## config.mk

```make
export PLATFORM = sky130hd
export DESIGN_NAME = imem_access_arbiter
export DESIGN_NICKNAME = d
export VERILOG_FILES = /design/src/rtl/imem_access_arbiter.sv
export SDC_FILE = /design/constraint.sdc
export NUM_CORES = 1
export LEC_CHECK = 0
export CELL_PAD_IN_SITES_DETAIL_PLACEMENT = 0
export CELL_PAD_IN_SITES_GLOBAL_PLACEMENT = 1
export CORE_UTILIZATION = 26
export CTS_CLUSTER_SIZE = 8
export DETAILED_ROUTE_END_ITERATION = 7
export PLACE_DENSITY = 0.83
export RECOVER_POWER = 50
export SYNTH_ARGS = -nofsm -noshare
export SYNTH_HDL_FRONTEND = slang
export SYNTH_SLANG_ARGS = --single-unit
```

## constraint.sdc

```tcl
create_clock -name clk -period 1.81 [get_ports clk]
set_input_delay 0.2715 -clock clk [delete_from_list [all_inputs] [get_ports clk]]
set_output_delay 0.2715 -clock clk [all_outputs]
set_load 0.02 [all_outputs]
```

## src/rtl/imem_access_arbiter.sv

```systemverilog
// Arbitrates a single-ported instruction memory between the CPU fetch port and the loader/debug port.
// Optional macro IMEM_ARB_PERF_EN adds a saturating conflict_cnt output.
module imem_access_arbiter #(
    parameter int ADDR_W    = 32,
    parameter int MEM_DEPTH = 1024
) (
    input  logic              clk,
    input  logic              reset,
    input  logic              f_req,
    input  logic [ADDR_W-1:0] f_addr,
    output logic              f_gnt,
    output logic              f_rvalid,
    output logic [31:0]       f_rdata,
    input  logic              l_req,
    input  logic              l_we,
    input  logic [ADDR_W-1:0] l_addr,
    input  logic [31:0]       l_wdata,
    input  logic              l_done,
    output logic              l_gnt,
    output logic              l_rvalid,
    output logic [31:0]       l_rdata,
    output logic [ADDR_W-1:0] mem_addr,
    output logic              mem_we,
    output logic [31:0]       mem_wdata,
    input  logic [31:0]       mem_rdata,
    output logic              boot_busy
`ifdef IMEM_ARB_PERF_EN
    ,
    output logic [15:0]       conflict_cnt
`endif
);

    localparam int IDX_W = $clog2(MEM_DEPTH);

    typedef enum logic {BOOT, RUN} state_t;
    typedef enum logic {FETCH, LOADER} req_t;

    state_t            state, state_nxt;
    req_t              rr_last, rr_nxt;
    logic [ADDR_W-1:0] last_addr;

    always_ff @(posedge clk) begin
        if (reset) begin
            state   <= BOOT;
            rr_last <= FETCH;
        end else begin
            state   <= state_nxt;
            rr_last <= rr_nxt;
        end
    end

    // rr_last records the winner of the most recent conflict; the other side wins the next one.
    always_comb begin
        state_nxt = state;
        rr_nxt    = rr_last;
        f_gnt     = 1'b0;
        l_gnt     = 1'b0;
        case (state)
            BOOT: begin
                l_gnt = l_req;
                if (l_done)
                    state_nxt = RUN;
            end
            RUN: begin
                if (f_req && l_req) begin
                    if (rr_last == FETCH) begin
                        l_gnt  = 1'b1;
                        rr_nxt = LOADER;
                    end else begin
                        f_gnt  = 1'b1;
                        rr_nxt = FETCH;
                    end
                end else begin
                    f_gnt = f_req;
                    l_gnt = l_req;
                end
            end
        endcase
    end

    always_comb begin
        mem_addr = last_addr;
        if (f_gnt)
            mem_addr = f_addr;
        else if (l_gnt)
            mem_addr = l_addr;
    end

    assign mem_we    = l_gnt & l_we;
    assign mem_wdata = l_wdata;
    assign boot_busy = (state == BOOT);

    // Memory read data is asynchronous, so it is captured at the edge that closes the grant cycle.
    always_ff @(posedge clk) begin
        if (reset) begin
            last_addr <= '0;
            f_rvalid  <= 1'b0;
            f_rdata   <= '0;
            l_rvalid  <= 1'b0;
            l_rdata   <= '0;
        end else begin
            if (f_gnt || l_gnt)
                last_addr <= mem_addr;
            f_rvalid <= f_gnt;
            l_rvalid <= l_gnt & ~l_we;
            if (f_gnt)
                f_rdata <= mem_rdata;
            if (l_gnt && !l_we)
                l_rdata <= mem_rdata;
        end
    end

    always_ff @(posedge clk) begin
        if (!reset) begin
            assert (!(f_gnt && l_gnt));
            assert (32'(MEM_DEPTH) == (32'd1 << IDX_W));
        end
    end

`ifdef IMEM_ARB_PERF_EN
    always_ff @(posedge clk) begin
        if (reset)
            conflict_cnt <= '0;
        else if (state == RUN && f_req && l_req && conflict_cnt != 16'hFFFF)
            conflict_cnt <= conflict_cnt + 16'd1;
    end
`endif

endmodule
```

==> flow_summary.yaml, run 1 <==
status:
  status: "finished, violations left"
  violations: "negative setup slack"
timing:
  whs_ns: 0.4596
  layout_setup_ws_ns: -0.06364
  setup_viol: 23
  max_freq_ghz: 0.5337
  final_max_slew_viol_count: 0
  fin_skew_ns: 0.006362
  hold_viol_final: 0
  maxSlewHeadroom: 0.6867
  final.period_utilization: 1.035
  rsz0062_at_grt: "true"
  worstMarginPinSlew_ns: 0.4699
  fin_crit_ns: 1.874
drt:
  routed_wl_um: 15930
  first_pass_iters: 4
  via_count: 4676
  wl_per_cell_um: 16.30
  drc: 0
  first_iter_violations: 217
  ant_nets: 0
  vias_per_cell: 4.786
global_routing:
  grt_pass1_wl_um: 24360
  grt_pass1_vias: 4553
  grt_max_degree: 101
  track_usage: 0.1715
  antenna_found_initial: 0
  grt-ovfl-total: 0
synthesis:
  yosys.area.top_type_share: 0.4378
  yosysMostFrequentCell: "dfxtp_1"
  synth_ff_type: "dfxtp_1"
  synth_edf_count: 0
  ys_top_cells_by_count: "dfxtp_1, a21oi_1, nand2_1, o21ai_0"
  syn-num-nets: 693
  synthTopCellsByArea: "dfxtp_1, a21oi_1, a32oi_1"
  synth_top_area_cell: "dfxtp_1"
  synthesis.area_um2: 4573
  synth_seq_cells: 100
  synthCells: 559
  async_reset_ff_frac: 0
  ys_seq_area_frac: 0.4378
  ys_types: 23
  syn_avg_cell_area_um2: 8.181
  ys_warn_count: 0
cts:
  clockBufferDepth: 2
  tritoncts: "built"
  cts_hold_buf: 0
  clk_latency_ns: 0.35
  path_clk_slew_ns: 0.07
  cts_root_buf: "clkbuf_16"
  numCtsBuffers: 9
  clock_sinks: 100
  h-tree-depth: 3
floorplan:
  die_w_um: 134.6
  die_h_um: 134.6
  core_area_um2: 17240
  initial_core_util: 0.2653
  dieArea_um2: 18120
  num_rows: 48
  pin_count: 268
setup_path:
  cp_data_required_time_ns: 1.54
  crit_slowest_cell: "dfxtp_4"
  cp-start-kind: "flop"
  critPathKind: "flop to primary output"
  critPathCaptureType: "primary output"
  crit_chain: "nand2b_4 > buf_16 > a32oi_2 > nand2_1 > buf_6"
  path_delay_family: "flip-flops"
  cp_max_fo: 6
  cp.arrival_ns: 1.60
  slowest_delay_ns: 0.37
  worst-path-buf-inv: 2
power:
  pwr-share-clk: 0.334
  switching_share: 0.2806
  pwr-share-seq: 0.424
  power_uw: 5534
  combPwrFrac: 0.242
  p_sw_uw: 1553
  power.leakage_uw: 0.002852
  peakVddDrop_mv: 0.4053
  powerDensity_nw_per_um2: 718.0
  internal_power_uw: 3981
place:
  io_buffers: 203
  dpl.hpwl_um: 10020
  dpl-instance-area_um2: 6764
  gp_congestion: 0.7608
layout:
  final_core_util: 0.4472
  drive_gt1_frac: 0.2048
  final_nets: 881
  final_area_um2: 7709
  syn_to_final_growth_pct: 68.56
  num_antenna_cells: 0
run:
  drv_cap: 0
hold_path:
  min_path_type: "primary input to flop"
-- metal layers --
layer / GRT usage / up-vias / wire length (um)
li1: - / 2330 / -
met1: 0.2158 / 2184 / 7042
met2: 0.2781 / 140 / 7632
met3: 0.04655 / 22 / 964
met4: 0.06617 / 0 / 286
met5: 0 / - / 0
-- cell usage in the layout (no fill, tap or decap), types with 2 or more instances in the layout --
cell type and n:
and2_1 33, dlygate4sd2_1 2, inv_6 2, dfxtp_4 2
buf_4 48, dfxtp_1 98, clkdlybuf4s50_1 164, a21oi_1 96
o21ai_0 55, nor3_1 2, nand2_1 64, buf_16 4
o21ai_1 9, or3b_1 32, a32oi_2 25, nand3_1 33
a32oi_4 7, nor2_1 4, clkbuf_2 2, clkbuf_16 11
buf_12 7, buf_6 31, buf_2 3, clkinv_2 2
-- area by class of cell --
cell class | instances | area [um^2]
clock buffer | 11 | 242.7
clock inverter | 5 | 35.03
fill | 1705 | 9528
inverter | 1 | 3.754
multi-input combinational | 370 | 2415
sequential | 100 | 2009
tap | 225 | 281.5
timing repair buffer | 265 | 2721
-- through the flow --
step,worst slack (ns),std cells,TNS (ns)
5_1_grt,-0.1238,977,-2.658
4_1_cts,-0.08200,964,-1.519
3_3_place_gp,-0.6770,937,-29.32
2_1_floorplan,0.3044,559,0
6_report,-0.06364,977,-0.4736
3_5_place_dp,-0.6788,937,-29.33
-- power groups by stage --
stage / Sequential [uW] / Combinational [uW] / Clock [uW]
after global routing: 2360 / 1430 / 2010
after CTS: 2350 / 1240 / 1920
after detailed placement: 2400 / 1150 / 0
final: 2340 / 1340 / 1850
after floorplan: 2450 / 551 / 0
after global placement: 2390 / 1160 / 0
-- worst reg2reg max path: stages (launching register included) --
cell	delay (ns)
dfxtp_4	0.39
and2_4	0.22
buf_12	0.19
a32oi_2	0.13
buf_4	0.14
buf_4	0.12
buf_4	0.12
a21oi_1	0.11
-- state kept, by name, summed over array words and instances, names as in the netlist --
register	flops
f_rdata	32
f_rvalid	1
l_rdata	32
l_rvalid	1
last_addr	32
rr_last	1
state	1
-- cells by family (layout without fill, tap and decap cells) --
logic type	Yosys count	in the layout	share of synthesized area
AO/OA/AOI/OAI	193	193	0.2375
XOR/XNOR	1	1	0.001916
buffers and inverters	89	282	0.1108
flip-flops	100	100	0.4378
AND/OR/NAND/NOR	176	176	0.2120
-- worst paths after layout --
kind                       from             to  slack, ns  depth (start not counted)
setup / recovery        rr_last    mem_addr[9]      -0.06                          5
hold reg to reg   last_addr[25]  last_addr[25]       0.46                          2
setup reg to reg          state  last_addr[16]       0.33                          7
hold / removal            reset   last_addr[7]       0.46                          3
-- timing repair --
action                     4_1_cts  5_1_grt
setup endpoints to repair       36       36
resized for setup              206       51
pin swaps                       20       36
gates cloned                     4        2
buffers inserted                 7       11
(Power assumes the default switching activity.)
==> run 2: changes to the inputs <==
==> config.mk (replaced) <==
export PLATFORM = sky130hd
export DESIGN_NAME = imem_access_arbiter
export DESIGN_NICKNAME = d
export VERILOG_FILES = /design/src/rtl/imem_access_arbiter.sv
export SDC_FILE = /design/constraint.sdc
export NUM_CORES = 1
export LEC_CHECK = 0
export CORE_UTILIZATION = 30
export CTS_CLUSTER_SIZE = 8
export DETAILED_ROUTE_END_ITERATION = 7
export PLACE_DENSITY = 0.69
export RECOVER_POWER = 50
export SYNTH_ARGS = -nofsm -noshare
export SYNTH_HDL_FRONTEND = slang
export SYNTH_SLANG_ARGS = --single-unit
==> flow_summary.yaml, run 2 (same netlist as run 1, synthesis figures left out) <==
timing:
  maxSlewHeadroom: 0.6973
  layout_setup_ws_ns: -0.04172
  fin_skew_ns: 0.009042
  hold_viol_final: 0
  fin_crit_ns: 1.852
  whs_ns: 0.4500
  worstMarginPinSlew_ns: 0.4541
  final.period_utilization: 1.023
  final_max_slew_viol_count: 0
  rsz0062_at_grt: "true"
  max_freq_ghz: 0.5400
  setup_viol: 20
drt:
  drc: 14
  wl_per_cell_um: 16.94
  first_iter_violations: 275
  first_pass_iters: 8
  vias_per_cell: 5.110
  ant_nets: 0
  via_count: 4860
  routed_wl_um: 16110
setup_path:
  cp-endpoint: "mem_addr[1]"
  timing.rr.start: "state"
  r2r-end: "l_rdata[5]"
  slowest_delay_ns: 0.35
  crit_chain: "nand2b_4 > buf_16 > a32oi_2 > nand2_1 > buf_6"
  timing.reg2reg.setup_slack_ns: 0.22
  cp-start-kind: "flop"
  critPathKind: "flop to primary output"
  r2r_cells: 6
  crit_slowest_cell: "dfxtp_4"
  cp_data_required_time_ns: 1.54
  cp.arrival_ns: 1.58
  cp_max_fo: 8
  critPathCaptureType: "primary output"
  setup.worst_path.start: "rr_last"
power:
  powerDensity_nw_per_um2: 767.0
  power_uw: 6003
  switching_share: 0.2633
  pwr-share-seq: 0.390
  power.leakage_uw: 0.002949
  internal_power_uw: 4422
  pwr-share-clk: 0.382
  p_sw_uw: 1581
  peakVddDrop_mv: 0.3890
  combPwrFrac: 0.227
hold_path:
  min_path_type: "primary input to flop"
  min_path_cells: 3
cts:
  h-tree-depth: 3
  numCtsBuffers: 9
  clockBufferDepth: 2
  clk_latency_ns: 0.35
  tritoncts: "built"
  clock_sinks: 100
  path_clk_slew_ns: 0.07
  cts_root_buf: "clkbuf_16"
run:
  drv_cap: 0
global_routing:
  grt_max_degree: 101
  grt_pass1_wl_um: 24160
  track_usage: 0.1918
  grt-ovfl-total: 0
  grt_pass1_vias: 4746
  antenna_found_initial: 0
place:
  io_buffers: 203
  dpl.hpwl_um: 10120
  dpl-instance-area_um2: 6780
  gp_congestion: 0.8421
layout:
  final_area_um2: 7828
  fillers: 1310
  final_cell_mix: "clkdlybuf4s50_1, dfxtp_1, a21oi_1, nand2_1, buf_4"
  seqCellArea_um2: 2009
  multi_input_area_um2: 2397
  syn_to_final_growth_pct: 71.16
  drive_gt1_frac: 0.2216
  final_common_cell: "clkdlybuf4s50_1"
  top_regs: "f_rdata (32), l_rdata (32), last_addr (32)"
  num_antenna_cells: 0
  final_nets: 896
status:
  status: "finished, violations left"
  violations: "design-rule violations, negative setup slack"
floorplan:
  die_h_um: 125.5
  pin_count: 268
  num_rows: 44
  dieArea_um2: 15740
  core_area_um2: 14700
  die_w_um: 125.5
  initial_core_util: 0.3111
-- run 2: power groups by stage --
stage	Combinational (uW)	Clock, uW	Sequential (uW)
global placement	1150	0	2390
finish	1370	2290	2340
floorplan	551	0	2450
global route	1450	2450	2360
detailed placement	1170	0	2400
CTS	1230	2350	2340
-- run 2: worst min-delay path by stage --
stage                     slack [ns]          start       endpoint
final                           0.45          reset  last_addr[14]
after global routing            0.48          reset  last_addr[14]
after CTS                       0.45          reset        rr_last
after detailed placement        0.46  last_addr[29]  last_addr[29]
after global placement          0.45  last_addr[20]  last_addr[20]
after floorplan                 0.39         l_done          state
-- run 2: repair_timing --
action,CTS,global route
gates resized for setup,190,60
setup buffers,10,13
pin swaps,11,49
setup endpoints to repair,35,34
hold endpoints to repair,0,0
gates cloned,3,5
hold buffers,0,0
-- run 2: critical path: cells and delay by family, from the launching register on --
kind / cells / cell delay [ns]
AOI/OAI and AO/OA: 1 / 0.22
buffers and inverters: 2 / 0.34
DFF: 1 / 0.35
and+or+nand+nor: 2 / 0.32
-- run 2: per-layer routing --
layer	up-vias	GRT usage	part of all wire
met5	-	0	0
met4	0	0.07389	0.020
met3	21	0.04193	0.064
met2	181	0.3363	0.50
met1	2309	0.2275	0.41
li1	2349	-	-
-- run 2: cell type report --
| class | instances | area share |
|---|---|---|
| Timing Repair Buffer | 280 | 0.3616 |
| Multi-Input combinational cell | 370 | 0.3063 |
| Sequential cell | 100 | 0.2567 |
| Clock buffer | 10 | 0.03053 |
| Tap cell | 184 | 0.02941 |
| Clock inverter | 6 | 0.01503 |
| Inverter | 1 | 0.0004795 |
-- run 2: through the flow --
stage                     setup TNS (ns)    util  setup slack [ns]  cells
after detailed placement          -27.26  0.4613           -0.6046    905
final                            -0.3026  0.5325          -0.04172    951
after CTS                         -1.066  0.5059           -0.1180    934
after floorplan                        0       -            0.3044    559
after global placement            -22.07  0.4613           -0.5521    905
after global routing              -2.419  0.5325           -0.1067    951
